`src/rtl/phase_accumulator.sv`:
```
// -----------------------------------------------------------------------------
// phase_accumulator
//
// Numerically controlled oscillator core. A tuning word is added into a phase
// register on every sample tick. Saw, variable-width square and triangle
// waveforms are derived from the top bits of the phase. Tuning words arrive
// over a ready/valid handshake into a one-entry pending slot. They are applied
// on the next tick, so the phase stays continuous across a retune.
//
// Ports
//   clock       system clock, rising edge
//   reset       asynchronous, active-high; clears all state
//   enable      sample tick; the phase advances only in cycles where it is high
//   tune_word   new phase increment (WIDTH bits)
//   tune_valid  tune_word offered
//   tune_ready  pending slot empty; a word transfers when valid && ready
//   sync        hard-sync request (one-cycle pulse)
//   wave_sel    00 saw, 01 square, 10 triangle, 11 mute
//   pw          square threshold (OUT_WIDTH bits)
//   wave_out    registered waveform sample (OUT_WIDTH bits, unsigned)
//   out_valid   one-cycle pulse; wave_out was updated
//   wrap        one-cycle pulse; the accumulator overflowed
// -----------------------------------------------------------------------------
module phase_accumulator #(
  parameter int WIDTH     = 24,
  parameter int OUT_WIDTH = 8
) (
  input  logic                 clock,
  input  logic                 reset,
  input  logic                 enable,
  input  logic [WIDTH-1:0]     tune_word,
  input  logic                 tune_valid,
  output logic                 tune_ready,
  input  logic                 sync,
  input  logic [1:0]           wave_sel,
  input  logic [OUT_WIDTH-1:0] pw,
  output logic [OUT_WIDTH-1:0] wave_out,
  output logic                 out_valid,
  output logic                 wrap
);

  typedef enum logic [1:0] {
    WAVE_SAW    = 2'b00,
    WAVE_SQUARE = 2'b01,
    WAVE_TRI    = 2'b10,
    WAVE_MUTE   = 2'b11
  } wave_e;

  logic [WIDTH-1:0]     phase;
  logic [WIDTH-1:0]     active_word;
  logic [WIDTH-1:0]     pend_word;
  logic                 pend_full;
  logic                 sync_pend;
  logic                 tick_d;      // a tick happened last cycle; sample its phase now

  logic                 accept;
  logic [WIDTH-1:0]     add_word;
  logic [WIDTH:0]       sum_full;    // MSB is the carry-out of the accumulator
  logic [OUT_WIDTH-1:0] wave_next;
  logic [OUT_WIDTH-1:0] saw_val;
  logic [OUT_WIDTH-1:0] tri_val;

  assign tune_ready = !pend_full;
  assign accept     = tune_valid && tune_ready;

  // A word waiting in the pending slot takes effect on the same tick that
  // promotes it, so the add must see it before active_word is updated.
  assign add_word = pend_full ? pend_word : active_word;
  assign sum_full = {1'b0, phase} + {1'b0, add_word};

  assign saw_val = phase[WIDTH-1 -: OUT_WIDTH];
  assign tri_val = phase[WIDTH-1] ? ~phase[WIDTH-2 -: OUT_WIDTH]
                                  :  phase[WIDTH-2 -: OUT_WIDTH];

  // NOTE: every variable written in always_comb gets a default first, so no
  // path through the block can leave it unassigned and infer a latch.
  always_comb begin
    wave_next = '0;
    case (wave_e'(wave_sel))
      WAVE_SAW:    wave_next = saw_val;
      WAVE_SQUARE: wave_next = (saw_val < pw) ? '1 : '0;
      WAVE_TRI:    wave_next = tri_val;
      default:     wave_next = '0;
    endcase
  end

  // NOTE: state registers use non-blocking assignments only, so every flop
  // samples the pre-edge values regardless of statement order.
  always_ff @(posedge clock or posedge reset) begin
    if (reset) begin
      phase       <= '0;
      active_word <= '0;
      pend_word   <= '0;
      pend_full   <= 1'b0;
      sync_pend   <= 1'b0;
      wrap        <= 1'b0;
      tick_d      <= 1'b0;
    end else begin
      // Pending slot. A transfer requires the slot to be empty. A tick
      // empties it only when it is full, so the two never collide.
      if (accept) begin
        pend_word <= tune_word;
        pend_full <= 1'b1;
      end else if (enable && pend_full) begin
        pend_full <= 1'b0;
      end

      tick_d <= enable;

      if (enable) begin
        if (pend_full) begin
          active_word <= pend_word;
        end
        if (sync || sync_pend) begin
          phase     <= '0;
          wrap      <= 1'b0;
          sync_pend <= 1'b0;
        end else begin
          phase <= sum_full[WIDTH-1:0];
          wrap  <= sum_full[WIDTH];
        end
      end else begin
        wrap <= 1'b0;
        // A sync request that arrives between ticks is held for the next one.
        if (sync) begin
          sync_pend <= 1'b1;
        end
      end
    end
  end

  // Output stage: sample the phase one edge after the tick that moved it.
  always_ff @(posedge clock or posedge reset) begin
    if (reset) begin
      wave_out  <= '0;
      out_valid <= 1'b0;
    end else begin
      out_valid <= tick_d;
      if (tick_d) begin
        wave_out <= wave_next;
      end
    end
  end

endmodule
```
`config.mk`:
```
export PLATFORM = sky130hd
export DESIGN_NAME = phase_accumulator
export DESIGN_NICKNAME = d
export VERILOG_FILES = /design/src/rtl/phase_accumulator.sv
export SDC_FILE = /design/constraint.sdc
export NUM_CORES = 1
export LEC_CHECK = 0
export CORE_UTILIZATION = 25
export DETAILED_ROUTE_END_ITERATION = 7
export GPL_ROUTABILITY_DRIVEN = 0
export GPL_TIMING_DRIVEN = 1
export HOLD_SLACK_MARGIN = 0.02
export RECOVER_POWER = 25
export SYNTH_ARGS = -nofsm -noshare
export SYNTH_HDL_FRONTEND = slang
export SYNTH_SLANG_ARGS = --single-unit
```
`constraint.sdc`:
```
create_clock -name clock -period 3.3 [get_ports clock]
set_input_delay 0.33 -clock clock [delete_from_list [all_inputs] [get_ports clock]]
set_output_delay 0.33 -clock clock [all_outputs]
set_load 0.02 [all_outputs]
```
### Yosys cells after proc, flatten, opt, wreduce, memory -nomap -nowiden

Cells that the tools add are included.

* bits in registers: 85
* bits of input ports: 39
* output and inout port bits: 11

* add/subtract/negate cells: 1
* order comparisons: 1
* eq/ne operators: 3
* muxes and demuxes: 12
* bitwise gates (word level): 1
* reductions and logical operators: 8

Operator list (count)
* $mux 24: 2
* $add 24x24->25: 1
* $pmux 8 s3: 1
* $mux 8: 2
* $lt 8x8->1: 1
* $not 8->8: 1
* $mux 1: 7
* $reduce_bool 2->1: 2
* $eq 2x1->1 const B: 1
* $eq 2x2->1 const B: 1
* $logic_and 1x1->1: 2
* $logic_not 2->1: 1
* $ne 2x1->1 const B: 1
* $reduce_and 2->1: 1
* $logic_not 1->1: 1
* $logic_or 1x1->1: 1

### Depth between registers and ports, before layout

* depth after elaboration: 4
* mapped depth: 12
* gate-level depth less buffers: 10

### Worst setup path after synthesis

No wires, ideal clock.

* kind: reg-to-reg
* start: register pend_full
* end: register phase[21]
* library setup time: 122 ps
* arrival time: 3010 ps
* data required time: 3178 ps
* setup slack: 168 ps
* stages on the path, launching flop included: 12
* path through: dfrtp_1 > clkbuf_1 > clkbuf_1 > mux2_2 > ha_1 > a21oi_2 > and2_4 > a21oi_4 > o31ai_4 > a21oi_2 > or3_1 > a32o_1

* longest elaborated chain between the ends: 3

Ends and longest elaborated chain
* from (decl): line 52 `logic pend_full;`
* from (signal assigned): line 94 `pend_full <= 1'b0;`
* from (signal assigned): line 103 `pend_full <= 1'b1;`
* from (signal assigned): line 105 `pend_full <= 1'b0;`
* $mux 24
* named net add_word[4]: line 57 `logic [WIDTH-1:0] add_word;`
* $add 24x24->25: line 69 `assign sum_full = {1'b0, phase} + {1'b0, add_word};`
* $mux 24: line 114 `if (sync || sync_pend) begin`
* to (signal assigned): line 119 `phase <= sum_full[WIDTH-1:0];`
* to (decl): line 49 `logic [WIDTH-1:0] phase;`

The timed path passes the listed nets, and every way through them passes these cells.
A chain may end at the register's enable or synchronous reset.

### Final worst setup path

* start: register pend_full
* end: register phase[16]

Same word-level chain as after synthesis.

==> flow_summary_export.csv <==
group,metric,value,unit
pwr,power.clock.fraction,0.190,
pwr,pwr-share-seq,0.306,
timing,final_setup_viols,0,
cts,clk_pin_slew_worst_paths,60,ps
timing,timing.slew.headroom,-0.4349,
grt,grt_pass1_wl,18.02,mm
floorplan,die_width,142.9,um
place,count_of_input_and_output_buffers,49,
timing,fin_skew,9.801,ps
timing,rsz0062_at_grt,"no",
route,drt.antenna.violating_nets,0,
logic_synthesis,synthesis.area_per_instance,9.824,um2
floorplan,die_height,142.9,um
cts,numClockSinks,85,
timing,fin_crit_share,0.9086,
route,detail_route.wirelength,10.61,mm
timing,timing.fmax,333.5,MHz
outcome,violations,"max-capacitance violations, max-slew violations",
cts,cts.htree.levels,3,
grt,gr-total-overflow,0,
worst_setup_path,critPathSlowestCell,"sky130_fd_sc_hd__dfrtp_1",
place,placed_area,0.005787,mm2
route,detail_route.iter0.violations,159,
floorplan,start_util,0.2549,
route,drt-vias-per-instance,4.482,
grt,grt_usage,0.1126,
pwr,design_internal_power,3104,uW
floorplan,num_rows,51,
route,wl_per_cell,12.91,um
flow_run,number_of_max_cap_violations,1,
cts,number_of_instances_resized_during_post_cts_repair,0,
grt,grt_max_degree,86,
worst_setup_path,crit-reg2reg-launch,"pend_full",
floorplan,coreArea,0.01946,mm2
worst_setup_path,rr_worst_depth,10,
logic_synthesis,yosysWarnings,0,
worst_setup_path,cp.required,3550,ps
logic_synthesis,post_synth_instance_area,0.004961,mm2
logic_synthesis,synth-main-ff-cell,"sky130_fd_sc_hd__dfrtp_1",
grt,via_count_of_the_first_global_routing_pass,3566,
cts,clock_tree_from_tritoncts,"built",
cts,worstSkewPairLatency,360,ps
route,drt_pass1_iterations,4,
pwr,leakage,0.002625,uW
floorplan,die_area,0.02041,mm2
logic_synthesis,synthArstFlopShare,1.000,
outcome,outcome,"finished, violations left",
timing,report.final.hold_viol_count,0,
pwr,worst_ir_drop_vdd,0.3482,mV
cts,clock_tree.buffer_depth,2,
logic_synthesis,postSynthCellCount,505,
min_path,holdCritPathClass,"reg2reg",
pwr,power_density,849.3,mW/mm2
worst_setup_path,critical_path.cell_chain,"mux2_2, ha_1, fa_1, a21oi_1, o211ai_1, nand3_1, a21oi_1, a221oi_1, xnor2_1, a22o_1",
worst_setup_path,crit_end,"phase[16]",
place,numPlacedInstances,806,
cts,cts_hold_buffers,0,
layout,insertedDiodeCount,0,
place,detailedPlacementHpwl,7.589,mm
route,drcViolationCount,0,
grt,grt_antenna_before_repair,0,
worst_setup_path,crit_path_start_kind,"register",
pwr,sw_frac_of_total,0.3964,
worst_setup_path,critical_path.max_stage_delay,550,ps
worst_setup_path,critical-path-top-cell-by-count,"sky130_fd_sc_hd__a21oi_1",
place,setup_slack_at_placement,274.3,ps
cts,post-cts-setup-buffer-count,0,
layout,nets,623,
logic_synthesis,postSynthNetCount,576,
layout,layout-drive-gt1-share,0.1544,
timing,layout_setup_ws,301.6,ps
worst_setup_path,critical_path.endpoint_type,"register",
layout,syn_to_final_growth,22.04,%
logic_synthesis,synth_edf_count,0,
worst_setup_path,criticalPathCategory,"reg2reg",
timing,worst_pin_slew,2152,ps
pwr,power_frac_comb,0.504,
logic_synthesis,unique_cell_type_count_in_the_yosys_netlist,57,
worst_setup_path,crit_fanout,8,
timing,finalMaxSlewViolations,86,
logic_synthesis,synth_seq_cells,85,
layout,final_design_area_no_fill,0.006055,mm2
timing,setup_total_negative_slack,0,ps
worst_setup_path,reg2reg_capture_point,"phase[16]",
worst_setup_path,crit_start,"pend_full",
floorplan,design.portCount,50,
worst_setup_path,reg2reg_slack,300,ps
pwr,power_switching,2038,uW
layout,final_cell_count_no_fill,822,
logic_synthesis,ys_seq_area_frac,0.4288,
worst_setup_path,worst_ep_arrival_time,3240,ps
cts,tritoncts.num_buffers,9,
timing,final.min_clock_period,2998,ps
cts,cts-root-buf,"sky130_fd_sc_hd__clkbuf_16",
route,via_count,3684,
cells by family after synthesis:
kind of cell / after synthesis / share of synthesized area
compound gates: 117 / 0.1647
mux: 51 / 0.1150
fa+ha+maj: 32 / 0.08222
xor+xnor: 26 / 0.04590
simple gates: 156 / 0.1339
flops: 85 / 0.4288
buf+inv: 38 / 0.02951
layer usage:
| layer | vias up | GRT usage | part of all wire |
|---|---|---|---|
| li1 | 1876 | - | - |
| met1 | 1735 | 0.1530 | 0.51 |
| met2 | 55 | 0.1698 | 0.44 |
| met3 | 18 | 0.03253 | 0.040 |
| met4 | 0 | 0.03848 | 0.016 |
| met5 | - | 0 | 0 |
power by group through the flow:
stage | Combinational [uW] | Clock [uW] | Sequential, uW
4_1_cts | 2610 | 1000 | 1580
3_5_place_dp | 2600 | 0 | 1590
2_1_floorplan | 2070 | 0 | 1530
5_1_grt | 2920 | 1050 | 1620
3_3_place_gp | 2580 | 0 | 1590
6_report | 2590 | 976 | 1570
state kept, by name (all words and copies together) (netlist names):
name	count
pend_full	1
sync_pend	1
active_word	24
phase	24
wave_out	8
wrap	1
pend_word	24
tick_d	1
out_valid	1
worst min-delay path by stage:
stage                               to        start  depth (start not counted)  slack, ps
final                      wave_out[7]  wave_out[7]                          2        500
after global routing       wave_out[7]  wave_out[7]                          2        520
after CTS                 pend_word[2]        reset                          3        420
after detailed placement      phase[9]     phase[9]                          1        490
after global placement     wave_out[5]  wave_out[5]                          2        480
after floorplan                 tick_d       enable                          0        360
cells in the mapped netlist, drive strengths merged (5+ instances only):
cell type,count,share of area
clkbuf,13,0.0098
o21ai,34,0.035
a21o,10,0.015
inv,19,0.014
xnor2,20,0.035
mux2,48,0.11
ha,31,0.078
nand3,8,0.0081
nand2,40,0.030
a22o,18,0.032
a21oi,26,0.031
buf,6,0.0053
dfrtp,85,0.43
nor2,85,0.064
or3,5,0.0063
xor2,6,0.011
layout by cell type (no fill, tap or decap), types with 3 or more instances in the layout:
cell type,count
sky130_fd_sc_hd__buf_4,4
sky130_fd_sc_hd__a21oi_1,22
sky130_fd_sc_hd__xor2_1,6
sky130_fd_sc_hd__a32o_1,3
sky130_fd_sc_hd__o21ai_1,4
sky130_fd_sc_hd__a21o_1,10
sky130_fd_sc_hd__inv_1,18
sky130_fd_sc_hd__or3_1,5
sky130_fd_sc_hd__a22o_1,18
sky130_fd_sc_hd__clkbuf_16,9
sky130_fd_sc_hd__dfrtp_1,85
sky130_fd_sc_hd__clkdlybuf4s50_1,48
sky130_fd_sc_hd__o21ai_0,29
sky130_fd_sc_hd__a21oi_2,3
sky130_fd_sc_hd__xnor2_1,20
sky130_fd_sc_hd__nand2_1,40
sky130_fd_sc_hd__nor2_1,85
sky130_fd_sc_hd__ha_1,31
sky130_fd_sc_hd__o211ai_1,3
sky130_fd_sc_hd__a31oi_1,3
sky130_fd_sc_hd__mux2_2,48
sky130_fd_sc_hd__mux2i_1,3
sky130_fd_sc_hd__inv_6,3
sky130_fd_sc_hd__nand3_1,8
per-stage QoR:
| step | power [uW] | utilization | hold slack (ps) |
|---|---|---|---|
| finish | 5142 | 0.3111 | 500.0 |
| global route | 5595 | 0.3111 | 517.3 |
| detailed placement | 4189 | 0.2973 | 490.3 |
| floorplan | 3605 | - | 361.4 |
| global placement | 4169 | 0.2973 | 482.0 |
| CTS | 5191 | 0.3119 | 420.3 |
cell type report:
cell class                 instances  area (um2)
fill                            2030       13410
sequential                        85        2127
tap                              265       331.6
inverter                          19       72.57
clock inverter                     6       43.79
timing repair buffer              55       545.5
multi-input combinational        382        2695
clock buffer                      10       239.0
critical path, delay by kind of cell (launching register included):
family | cells | cell delay [ps]
flip-flops | 1 | 550
adder cells (fa/ha/maj) | 2 | 620
AO/OA/AOI/OAI | 5 | 1090
XOR/XNOR | 1 | 100
AND/OR/NAND/NOR | 1 | 130
multiplexers | 1 | 400
(Power assumes the default switching activity.)
